File: config.mk
export PLATFORM = sky130hd
export DESIGN_NAME = bullet_pool_hor_flat
export DESIGN_NICKNAME = d
export VERILOG_FILES = /design/src/rtl/bullet_pool_hor_if.sv /design/src/rtl/bullet_pool_hor.sv /design/src/flat_wrapper.sv
export SDC_FILE = /design/constraint.sdc
export NUM_CORES = 1
export LEC_CHECK = 0
export ABC_AREA = 1
export CAP_MARGIN = 5
export CORE_UTILIZATION = 58
export CTS_CLUSTER_DIAMETER = 30
export DETAILED_ROUTE_END_ITERATION = 16
export GPL_TIMING_DRIVEN = 0
export PLACE_DENSITY = 0.92
export SLEW_MARGIN = 25
export SYNTH_ARGS = -nofsm -noshare
export SYNTH_HDL_FRONTEND = slang
export SYNTH_SLANG_ARGS = --single-unit
File: constraint.sdc
create_clock -name CLOCK_50 -period 1.97 [get_ports CLOCK_50]
set_input_delay 0.394 -clock CLOCK_50 [delete_from_list [all_inputs] [get_ports CLOCK_50]]
set_output_delay 0.394 -clock CLOCK_50 [all_outputs]
set_load 0.02 [all_outputs]
File: src/rtl/bullet_pool_hor_if.sv
// Bundles the run/spawn controls and the flattened per-slot bullet buses
// shared between the bullet pool, the LFSR lane source and the renderer.
interface bullet_pool_hor_if #(
    parameter int NUM_BULLETS = 4
);
    logic                       enable;
    logic                       player_collision;
    logic                       direction;
    logic [1:0]                 lane_sel;
    logic [8*NUM_BULLETS-1:0]   bullet_x;
    logic [7*NUM_BULLETS-1:0]   bullet_y;
    logic [NUM_BULLETS-1:0]     bullet_active;
    logic [3*NUM_BULLETS-1:0]   bullet_color;
    logic                       spawn_dropped;

    // Controller side: drives run/spawn controls, observes the bullet buses.
    modport master (
        output enable, player_collision, direction, lane_sel,
        input  bullet_x, bullet_y, bullet_active, bullet_color, spawn_dropped
    );

    // Bullet pool side.
    modport slave (
        input  enable, player_collision, direction, lane_sel,
        output bullet_x, bullet_y, bullet_active, bullet_color, spawn_dropped
    );
endinterface

File: src/rtl/bullet_pool_hor.sv
// Multi-slot horizontal bullet pool. One bullet is spawned per spawn tick
// into the lowest free slot; all active bullets advance on a shared move
// tick and retire when their next step would leave the screen.
// There is no handshake: inputs are level-sampled every clock, outputs are
// registered and valid every cycle (bullet_active qualifies each slot).
module bullet_pool_hor #(
    parameter int          NUM_BULLETS  = 4,
    parameter int          SCREEN_WIDTH = 160,
    parameter int          SPAWN_PERIOD = 25_000_000,
    parameter int          MOVE_PERIOD  = 5_000_000,
    parameter int          STEP         = 1,
    parameter int          LANE0_Y      = 91,
    parameter int          LANE1_Y      = 71,
    parameter int          LANE2_Y      = 81,
    parameter int          LANE3_Y      = 61,
    parameter logic [2:0]  ACTIVE_COLOR = 3'b001,
    parameter logic [2:0]  IDLE_COLOR   = 3'b111
) (
    input  logic               CLOCK_50,
    input  logic               resetn,
    bullet_pool_hor_if.slave   bus
);

    localparam int MAX_PERIOD = (SPAWN_PERIOD > MOVE_PERIOD) ? SPAWN_PERIOD : MOVE_PERIOD;
    localparam int CNT_W      = $clog2(MAX_PERIOD);

    localparam logic [CNT_W-1:0] SPAWN_LAST = CNT_W'(SPAWN_PERIOD - 1);
    localparam logic [CNT_W-1:0] MOVE_LAST  = CNT_W'(MOVE_PERIOD - 1);
    localparam logic [CNT_W-1:0] CNT_ONE    = CNT_W'(1);

    // Rightward bounds are evaluated in 9 bits so x + STEP never wraps.
    localparam logic [8:0] STEP_9  = 9'(STEP);
    localparam logic [8:0] X_MAX_9 = 9'(SCREEN_WIDTH - 1);
    localparam logic [7:0] STEP_8  = 8'(STEP);
    localparam logic [7:0] X_MAX_8 = 8'(SCREEN_WIDTH - 1);
    localparam logic [6:0] RESET_Y = 7'(LANE1_Y);

    logic                   run;
    logic [CNT_W-1:0]       spawn_cnt;
    logic [CNT_W-1:0]       move_cnt;
    logic                   spawn_tick;
    logic                   move_tick;
    logic [NUM_BULLETS-1:0] active;
    logic [NUM_BULLETS-1:0] alloc_oh;
    logic                   alloc_any;
    logic [6:0]             lane_y;
    logic                   dropped_q;

    assign run        = bus.enable & ~bus.player_collision;
    assign spawn_tick = run && (spawn_cnt == SPAWN_LAST);
    assign move_tick  = run && (move_cnt == MOVE_LAST);

    // Spawn and move timebases: count while running, restart from zero on clear.
    always_ff @(posedge CLOCK_50 or negedge resetn) begin
        if (!resetn) begin
            spawn_cnt <= '0;
            move_cnt  <= '0;
        end else if (!run) begin
            spawn_cnt <= '0;
            move_cnt  <= '0;
        end else begin
            spawn_cnt <= (spawn_cnt == SPAWN_LAST) ? '0 : spawn_cnt + CNT_ONE;
            move_cnt  <= (move_cnt == MOVE_LAST) ? '0 : move_cnt + CNT_ONE;
        end
    end

    // Spawn lane y from the externally chosen lane index.
    always_comb begin
        lane_y = 7'(LANE0_Y);
        case (bus.lane_sel)
            2'd0: lane_y = 7'(LANE0_Y);
            2'd1: lane_y = 7'(LANE1_Y);
            2'd2: lane_y = 7'(LANE2_Y);
            2'd3: lane_y = 7'(LANE3_Y);
            default: lane_y = 7'(LANE0_Y);
        endcase
    end

    // Lowest-index free slot, judged on the pre-edge active vector, so a
    // slot retiring on this edge only becomes eligible next cycle.
    always_comb begin
        alloc_oh  = '0;
        alloc_any = 1'b0;
        for (int i = 0; i < NUM_BULLETS; i++) begin
            if (!alloc_any && !active[i]) begin
                alloc_oh[i] = 1'b1;
                alloc_any   = 1'b1;
            end
        end
    end

    // One-cycle pulse when a spawn tick finds the pool full.
    always_ff @(posedge CLOCK_50 or negedge resetn) begin
        if (!resetn) begin
            dropped_q <= 1'b0;
        end else begin
            dropped_q <= spawn_tick & ~alloc_any;
        end
    end

    assign bus.spawn_dropped = dropped_q;

    for (genvar i = 0; i < NUM_BULLETS; i++) begin : g_slot
        logic       act_q;
        logic       dir_q;
        logic [7:0] x_q;
        logic [6:0] y_q;
        logic [2:0] color_q;
        logic [8:0] x_sum;

        assign x_sum = {1'b0, x_q} + STEP_9;

        // Per-slot state: clear on stop, spawn takes priority over movement,
        // colour follows the previous cycle's active flag.
        always_ff @(posedge CLOCK_50 or negedge resetn) begin
            if (!resetn) begin
                act_q   <= 1'b0;
                dir_q   <= 1'b0;
                x_q     <= '0;
                y_q     <= RESET_Y;
                color_q <= IDLE_COLOR;
            end else begin
                color_q <= act_q ? ACTIVE_COLOR : IDLE_COLOR;
                if (!run) begin
                    act_q <= 1'b0;
                    x_q   <= '0;
                end else if (spawn_tick && alloc_oh[i]) begin
                    act_q <= 1'b1;
                    dir_q <= bus.direction;
                    y_q   <= lane_y;
                    x_q   <= bus.direction ? X_MAX_8 : 8'd0;
                end else if (move_tick && act_q) begin
                    if (!dir_q) begin
                        if (x_sum <= X_MAX_9) begin
                            x_q <= x_sum[7:0];
                        end else begin
                            act_q <= 1'b0;
                        end
                    end else begin
                        if (x_q >= STEP_8) begin
                            x_q <= x_q - STEP_8;
                        end else begin
                            act_q <= 1'b0;
                        end
                    end
                end
            end
        end

        assign active[i]                = act_q;
        assign bus.bullet_x[8*i +: 8]   = x_q;
        assign bus.bullet_y[7*i +: 7]   = y_q;
        assign bus.bullet_color[3*i +: 3] = color_q;
    end

    assign bus.bullet_active = active;

endmodule
File: src/flat_wrapper.sv
// flat-port wrapper written by rule: the top's interface ports become plain ports
module bullet_pool_hor_flat 
#(
    parameter int          NUM_BULLETS  = 4,
    parameter int          SCREEN_WIDTH = 160,
    parameter int          SPAWN_PERIOD = 25_000_000,
    parameter int          MOVE_PERIOD  = 5_000_000,
    parameter int          STEP         = 1,
    parameter int          LANE0_Y      = 91,
    parameter int          LANE1_Y      = 71,
    parameter int          LANE2_Y      = 81,
    parameter int          LANE3_Y      = 61,
    parameter logic [2:0]  ACTIVE_COLOR = 3'b001,
    parameter logic [2:0]  IDLE_COLOR   = 3'b111
)
  (CLOCK_50, resetn, bus_enable, bus_player_collision, bus_direction, bus_lane_sel, bus_bullet_x, bus_bullet_y, bus_bullet_active, bus_bullet_color, bus_spawn_dropped);
  bullet_pool_hor_if #(.NUM_BULLETS(NUM_BULLETS)) bus_i ();
  input  logic CLOCK_50;
  input  logic resetn;
  input wire logic [$bits(bus_i.enable)-1:0] bus_enable;
  input wire logic [$bits(bus_i.player_collision)-1:0] bus_player_collision;
  input wire logic [$bits(bus_i.direction)-1:0] bus_direction;
  input wire logic [$bits(bus_i.lane_sel)-1:0] bus_lane_sel;
  output wire logic [$bits(bus_i.bullet_x)-1:0] bus_bullet_x;
  output wire logic [$bits(bus_i.bullet_y)-1:0] bus_bullet_y;
  output wire logic [$bits(bus_i.bullet_active)-1:0] bus_bullet_active;
  output wire logic [$bits(bus_i.bullet_color)-1:0] bus_bullet_color;
  output wire logic [$bits(bus_i.spawn_dropped)-1:0] bus_spawn_dropped;
  assign bus_i.enable = bus_enable;
  assign bus_i.player_collision = bus_player_collision;
  assign bus_i.direction = bus_direction;
  assign bus_i.lane_sel = bus_lane_sel;
  assign bus_bullet_x = bus_i.bullet_x;
  assign bus_bullet_y = bus_i.bullet_y;
  assign bus_bullet_active = bus_i.bullet_active;
  assign bus_bullet_color = bus_i.bullet_color;
  assign bus_spawn_dropped = bus_i.spawn_dropped;
  bullet_pool_hor #(.NUM_BULLETS(NUM_BULLETS), .SCREEN_WIDTH(SCREEN_WIDTH), .SPAWN_PERIOD(SPAWN_PERIOD), .MOVE_PERIOD(MOVE_PERIOD), .STEP(STEP), .LANE0_Y(LANE0_Y), .LANE1_Y(LANE1_Y), .LANE2_Y(LANE2_Y), .LANE3_Y(LANE3_Y), .ACTIVE_COLOR(ACTIVE_COLOR), .IDLE_COLOR(IDLE_COLOR)) u_core (.CLOCK_50(CLOCK_50), .resetn(resetn), .bus(bus_i));
endmodule
**Word level (Yosys, flattened, before mapping)**

Cells that the tools add are included.

- Bits of input ports: 7
- Logic and storage cells: 166
- Bits in registers: 131
- Output and inout bits: 77

- Equal/unequal tests: 25
- Bitwise logic cells: 4
- Reductions and logical operators: 31
- $add $sub $neg: 10
- Order comparisons: 8
- Multiplexer cells: 65

Operators with widths:

| cell | number |
|---|---|
| 8-bit 2-to-1 mux | 25 |
| 25-bit 2-to-1 mux | 4 |
| 4-bit inequality test (second input constant) | 16 |
| 25-bit by 1-bit adder with 25-bit output (second input constant) | 2 |
| 8-bit by 1-bit adder with 9-bit output (second input constant) | 4 |
| 9-bit by 8-bit <= comparator with 1-bit output (second input constant) | 4 |
| 8-bit by 1-bit >= comparator with 1-bit output (second input constant) | 4 |
| 8-bit by 1-bit subtractor with 8-bit output (second input constant) | 4 |
| 1-bit 2-to-1 mux | 31 |
| 7-bit case mux with 4 select lines | 1 |
| 25-bit by 23-bit == test with 1-bit output (second input constant) | 1 |
| 25-bit == test (second input constant) | 1 |
| 3-bit AND reduction | 8 |
| 1-bit logical AND | 13 |
| 3-bit 2-to-1 mux | 4 |
| 3-bit inequality test (second input constant) | 4 |
| 2-bit AND reduction | 4 |
| 1-bit logical NOT | 5 |
| 2-bit == test (second input constant) | 2 |
| 1-bit bitwise AND | 2 |
| 2-bit by 1-bit == test with 1-bit output (second input constant) | 1 |
| 2-bit logical NOT | 1 |
| 1-bit NOT | 2 |

**Depth between registers and ports, before layout**

- Depth in word-level cells: 12
- Depth in mapped cells: 14
- Depth with buffers taken out: 14

**Worst setup path after synthesis**

No wires, ideal clock.

- Path type: register to register
- Start: register u_core.g_slot[2].x_q[0]
- End: register u_core.g_slot[2].x_q[2]
- Path buffers: 0
- Cell stages (with the launch flop): 15
- Library setup time: 65 ps
- Arrival: 1823 ps
- Clock period less this slack: 1888 ps
- Data required time: 1905 ps
- Slack: 82 ps
- Path through: dfrtp_1 -> inv_1 -> ha_1 -> inv_1 -> nor2_1 -> nand2_1 -> nor2_1 -> nand2_1 -> nand3_1 -> nand2_1 -> nand2_1 -> nand3_4 -> nand3_4 -> nand2_1 -> nand2_1

- Longest elaborated chain between the ends: 6
- Elaborated cells on any way between the ends: 13
- Those cells by class: 2 x add/sub; 2 x order compare; 2 x eq/ne; 6 x mux; 1 x reduce/logical

Ends and longest elaborated chain:

| what | RTL line | RTL |
|---|---|---|
| start, declared | bullet_pool_hor.sv:106 | `logic [7:0] x_q;` |
| start signal, assigned | bullet_pool_hor.sv:131 | `x_q <= bus.direction ? X_MAX_8 : 8'd0;` |
| start signal, assigned | bullet_pool_hor.sv:135 | `x_q <= x_sum[7:0];` |
| start signal, assigned | bullet_pool_hor.sv:141 | `x_q <= x_q - STEP_8;` |
| branches (longest 6 deep; another with 8-bit by 1-bit adder with 9-bit output) | -- |  |

Parallel ways; which one is timed is not known. The select of a mux whose other input is x is not followed.
A chain may end at the register's enable or synchronous reset.

**Final worst setup path**

- Start: input port bus_player_collision
- End: register u_core.g_slot[2].x_q[5]

- Longest elaborated chain between the ends: 6
- Elaborated cells on any way between the ends: 12
- Those cells by class: 3 x eq/ne; 2 x mux; 2 x bitwise; 5 x reduce/logical

Ends and longest elaborated chain:

| what | RTL line | RTL |
|---|---|---|
| start, declared | flat_wrapper.sv:21 | `input wire logic [$bits(bus_i.player_collision)-1:0] bus_player_collision;` |
| 1-bit NOT * | bullet_pool_hor.sv:49 | `assign run = bus.enable & ~bus.player_collision;` |
| 1-bit bitwise AND * | bullet_pool_hor.sv:49 |  |
| 1-bit logical AND, on equally long branches | bullet_pool_hor.sv:50, bullet_pool_hor.sv:51 |  |
| 1-bit logical AND, on equally long branches | bullet_pool_hor.sv:127, bullet_pool_hor.sv:132 |  |
| 4-bit inequality test (no source line) (tied with other cells) | -- |  |
| 3-bit AND reduction (no source line) / 8-bit 2-to-1 mux (equally long branches) | -- |  |

Mark *: on every way between the ends. The rest lies on a longest branch, timed or not.

==> out/qor.log <==
[placed_design] half-perimeter wire length after placement 14,600 µm
[die] starting utilization of the core area 0.604
[timing] share of the clock period used by the worst path 1.13
[global_route] number of global-route vias before repair 8,037
[timing] Period minus WS final 2220 ps
[drt] number of remaining DRC errors 0
[worst_setup_path] largest stage delay on the critical path 550 ps
[placed_design] placer's final routability congestion estimate 0.924
[cts] number of sinks handled by clock tree synthesis 119
[cts] worst-skew pair later-pin latency 440 ps
[yosys] number of cells produced by synthesis 1,138
[job] max-cap violation count 0
[cts] CTS tree yes
[timing] transition time of the tightest slew-check pin 681 ps
[pwr] power density over the cells 597 nW/µm²
[worst_setup_path] critical path, cell by cell clkdlybuf4s50_1 > nor2_4 > clkinvlp_4 > buf_2 > nor2_1 > nand3_4 > nand3_4 > nand2_1 > nand2_1
[global_route] wire length of the first global-routing pass 38,900 µm
[worst_setup_path] slowest library cell on the worst path sky130_fd_sc_hd__clkdlybuf4s50_1
[yosys] number of enable flip-flop cells after synthesis 0
[yosys] sequential fraction of the synthesis area 0.369
[timing] Max Clock Freq 450 MHz
[final_layout] P&R area growth vs syn 32.9%
[timing] final-report setup violation count 68
[final_layout] Core Util, Final 0.803
[worst_setup_path] arrival time reported for the critical path endpoint 2580 ps
[placed_design] placed cells 1,397
[final_layout] Final Net Count 1,338
[cts] clock slew at the register clock pins of the worst setup and hold paths 60 ps
[yosys] fraction of registers with async set or reset after synthesis 1.00
[cts] root buffer cell sky130_fd_sc_hd__clkbuf_16
[status] result of the run finished, violations left
[yosys] FF+latch count, synth 119
[worst_setup_path] crit path kind in -> reg
[timing] worst slew slack as a fraction of its limit 0.545
[worst_setup_path] data required time at the worst endpoint 2330 ps
[cts] H-Tree Level Count 4
[global_route] total congestion overflow 0
[global_route] pin count of the biggest net entering global routing 64
[die] Boundary Pins 84
[timing] Fin. Hold Viols 0
[drt] DR iter-0 viols 2,219
[yosys] distinct cell type count after synthesis 47
[die] full die area 14,500 µm²
[yosys] number of synthesis warnings 0
[cts] number of buffers on the longest clock path 2
[placed_design] cell area reported after detailed placement 9150 µm²
[drt] Antenna Violating Nets Remaining 0
[timing] setup repair after global routing missed its margin yes
[worst_setup_path] CP endpoint kind flop
[status] failing checks setup timing
[drt] router iterations before antenna repair 8
[min_path] path category of the worst min-delay check in -> async
[worst_setup_path] startpoint type of the worst setup path input pin
[pwr] leakage power 5.27 nW
[drt] vias post-DR 9,760
[global_route] global-route usage over all layers 0.341
[final_layout] layout cells sized above 1 0.215
[pwr] Worst IR Drop VDD 0.000573 V
[yosys] top_reg_cell synth sky130_fd_sc_hd__dfrtp_1
[final_layout] post-route standard cell area excluding fillers 10,800 µm²
[worst_setup_path] Critical Path Fanout Max 10
[drt] final routed wirelength across all metal layers 30,100 µm
[drt] Routed wire per std cell 20.1 µm
[placed_design] number of I/O port buffers 75
[timing] Layout Skew 14.4 ps
[cts] CTS Buf Count 17
[die] Rows 42
[die] die extent in y 120 µm
[drt] via density per instance 6.52
[timing] Final Worst Setup Slack -252 ps
[die] core area 13,500 µm²
[yosys] post-synth design cell area 8120 µm²
[global_route] antenna violations before repair 0
[die] horizontal die dimension 120 µm
[pwr] overall power consumption 6.44 mW
[timing] final-report max-slew violation count 0
[final_layout] Final Instance Count excl. Fillers 1,498
[yosys] post-synthesis area per instance 7.14 µm²
-- power by group --
part	internal (mW)	switching, mW	total, mW
clock network	2.13	1.18	3.31
logic	0.228	0.404	0.632
registers	2.46	0.0364	2.50
total	4.83	1.62	6.44
-- cell families after synthesis --
logic type,after synthesis,synth area share
flip-flops,119,0.369
AO/OA/AOI/OAI,101,0.0676
adder cells (fa/ha/maj),23,0.0354
AND/OR/NAND/NOR,696,0.407
other,1,0.000462
buffers and inverters,171,0.0910
XOR/XNOR,27,0.0291
-- cell usage after synthesis (4+ instances only) --
cell type | count | area, µm²
sky130_fd_sc_hd__a211oi_1 | 4 | 30.0
sky130_fd_sc_hd__a21oi_1 | 29 | 145
sky130_fd_sc_hd__buf_2 | 16 | 80.1
sky130_fd_sc_hd__buf_4 | 16 | 120
sky130_fd_sc_hd__clkbuf_1 | 6 | 22.5
sky130_fd_sc_hd__clkinv_1 | 5 | 18.8
sky130_fd_sc_hd__dfrtp_1 | 103 | 2580
sky130_fd_sc_hd__dfstp_2 | 16 | 420
sky130_fd_sc_hd__ha_1 | 23 | 288
sky130_fd_sc_hd__inv_1 | 120 | 450
sky130_fd_sc_hd__nand2_1 | 305 | 1140
sky130_fd_sc_hd__nand3_1 | 73 | 365
sky130_fd_sc_hd__nand3_2 | 4 | 40.0
sky130_fd_sc_hd__nand3_4 | 17 | 298
sky130_fd_sc_hd__nand4_1 | 71 | 444
sky130_fd_sc_hd__nor2_1 | 170 | 638
sky130_fd_sc_hd__nor2_2 | 4 | 25.0
sky130_fd_sc_hd__nor3_1 | 25 | 125
sky130_fd_sc_hd__nor3b_1 | 4 | 30.0
sky130_fd_sc_hd__nor4_1 | 5 | 31.3
sky130_fd_sc_hd__o21a_1 | 5 | 37.5
sky130_fd_sc_hd__o21ai_0 | 45 | 225
sky130_fd_sc_hd__o21ai_1 | 9 | 45.0
sky130_fd_sc_hd__xnor2_1 | 6 | 52.6
sky130_fd_sc_hd__xor2_1 | 21 | 184
-- sequential cells by signal (all words and copies together), names as in the netlist --
| signal | flops |
|---|---|
| u_core.g_slot.y_q | 24 |
| u_core.g_slot.act_q | 4 |
| u_core.g_slot.color_q | 4 |
| u_core.g_slot.dir_q | 4 |
| u_core.bus.spawn_dropped | 1 |
| u_core.move_cnt | 25 |
| u_core.g_slot.x_q | 32 |
| u_core.spawn_cnt | 25 |
-- metal layers --
layer | vias up | track usage | wire length [µm]
li1 | 4062 | - | -
met1 | 4366 | 0.437 | 10200
met2 | 1031 | 0.534 | 13200
met3 | 301 | 0.0745 | 4300
met4 | 0 | 0.198 | 2420
met5 | - | 0 | 0
-- metrics by stage --
stage | hold WS, ps | TNS, ps | worst slack (ps)
after floorplan | 98.4 | 0 | 81.6
final | 464 | -6580 | -252
after CTS | 483 | 0 | 0.891
after global placement | 473 | -499170 | -4080
after global routing | 503 | -10950 | -425
after detailed placement | 349 | -41980 | -676
-- what timing repair did --
item | CTS | global route
endpoints found under the setup margin | 112 | 102
gates resized for setup | 51 | 125
cloned | 3 | 2
endpoints found under the hold margin | 47 | 0
buffers inserted | 29 | 34
hold buffers | 1 | 0
pin swaps | 16 | 27
-- cell type report --
| cell class | count | area, µm² |
|---|---|---|
| Multi-Input combinational cell | 860 | 4840 |
| Sequential cell | 119 | 3020 |
| Fill cell | 730 | 2660 |
| Timing Repair Buffer | 140 | 1330 |
| Inverter | 130 | 522 |
| Clock buffer | 22 | 454 |
| Buffer | 40 | 267 |
| Tap cell | 176 | 220 |
| Clock inverter | 10 | 153 |
| Antenna cell | 1 | 2.50 |
-- worst paths after layout --
kind,startpoint,end,slack (ps),cells past startpoint
max,bus_player_collision,u_core.g_slot[2].x_q[5]$_DFFE_PN0P_,-250,9
min reg2reg,u_core.g_slot[1].y_q[3]$_DFFE_PN0P_,u_core.g_slot[1].y_q[3]$_DFFE_PN0P_,490,2
min,resetn,u_core.spawn_cnt[9]$_DFF_PN0_,460,2
max reg2reg,u_core.spawn_cnt[0]$_DFF_PN0_,u_core.g_slot[2].x_q[5]$_DFFE_PN0P_,-230,10
max in group asynchronous,resetn,u_core.g_slot[2].y_q[1]$_DFFE_PN1P_,790,3
min in group CLOCK_50,u_core.g_slot[1].y_q[3]$_DFFE_PN0P_,u_core.g_slot[1].y_q[3]$_DFFE_PN0P_,490,2
-- worst max-delay path: cells and delay by family --
family | cells | cell delay (ps)
buffers and inverters | 3 | 960
AND/OR/NAND/NOR | 6 | 1220
-- cells in the final DEF, fill, tap and decap left out, types with 15 or more instances in the layout --
master and instances:
sky130_fd_sc_hd__xor2_1 21, sky130_fd_sc_hd__nand3_1 69, sky130_fd_sc_hd__nand3_4 21, sky130_fd_sc_hd__inv_1 108
sky130_fd_sc_hd__nor3_1 21, sky130_fd_sc_hd__dfrtp_2 15, sky130_fd_sc_hd__dfstp_2 16, sky130_fd_sc_hd__clkbuf_16 17
sky130_fd_sc_hd__nor2_2 15, sky130_fd_sc_hd__nand2_2 18, sky130_fd_sc_hd__nand2_1 287, sky130_fd_sc_hd__o21ai_0 42
sky130_fd_sc_hd__clkdlybuf4s50_1 41, sky130_fd_sc_hd__buf_4 78, sky130_fd_sc_hd__dfrtp_1 88, sky130_fd_sc_hd__dlygate4sd2_1 16
sky130_fd_sc_hd__nand4_1 71, sky130_fd_sc_hd__a21oi_1 29, sky130_fd_sc_hd__nor2_1 150
(Power assumes the default switching activity.)
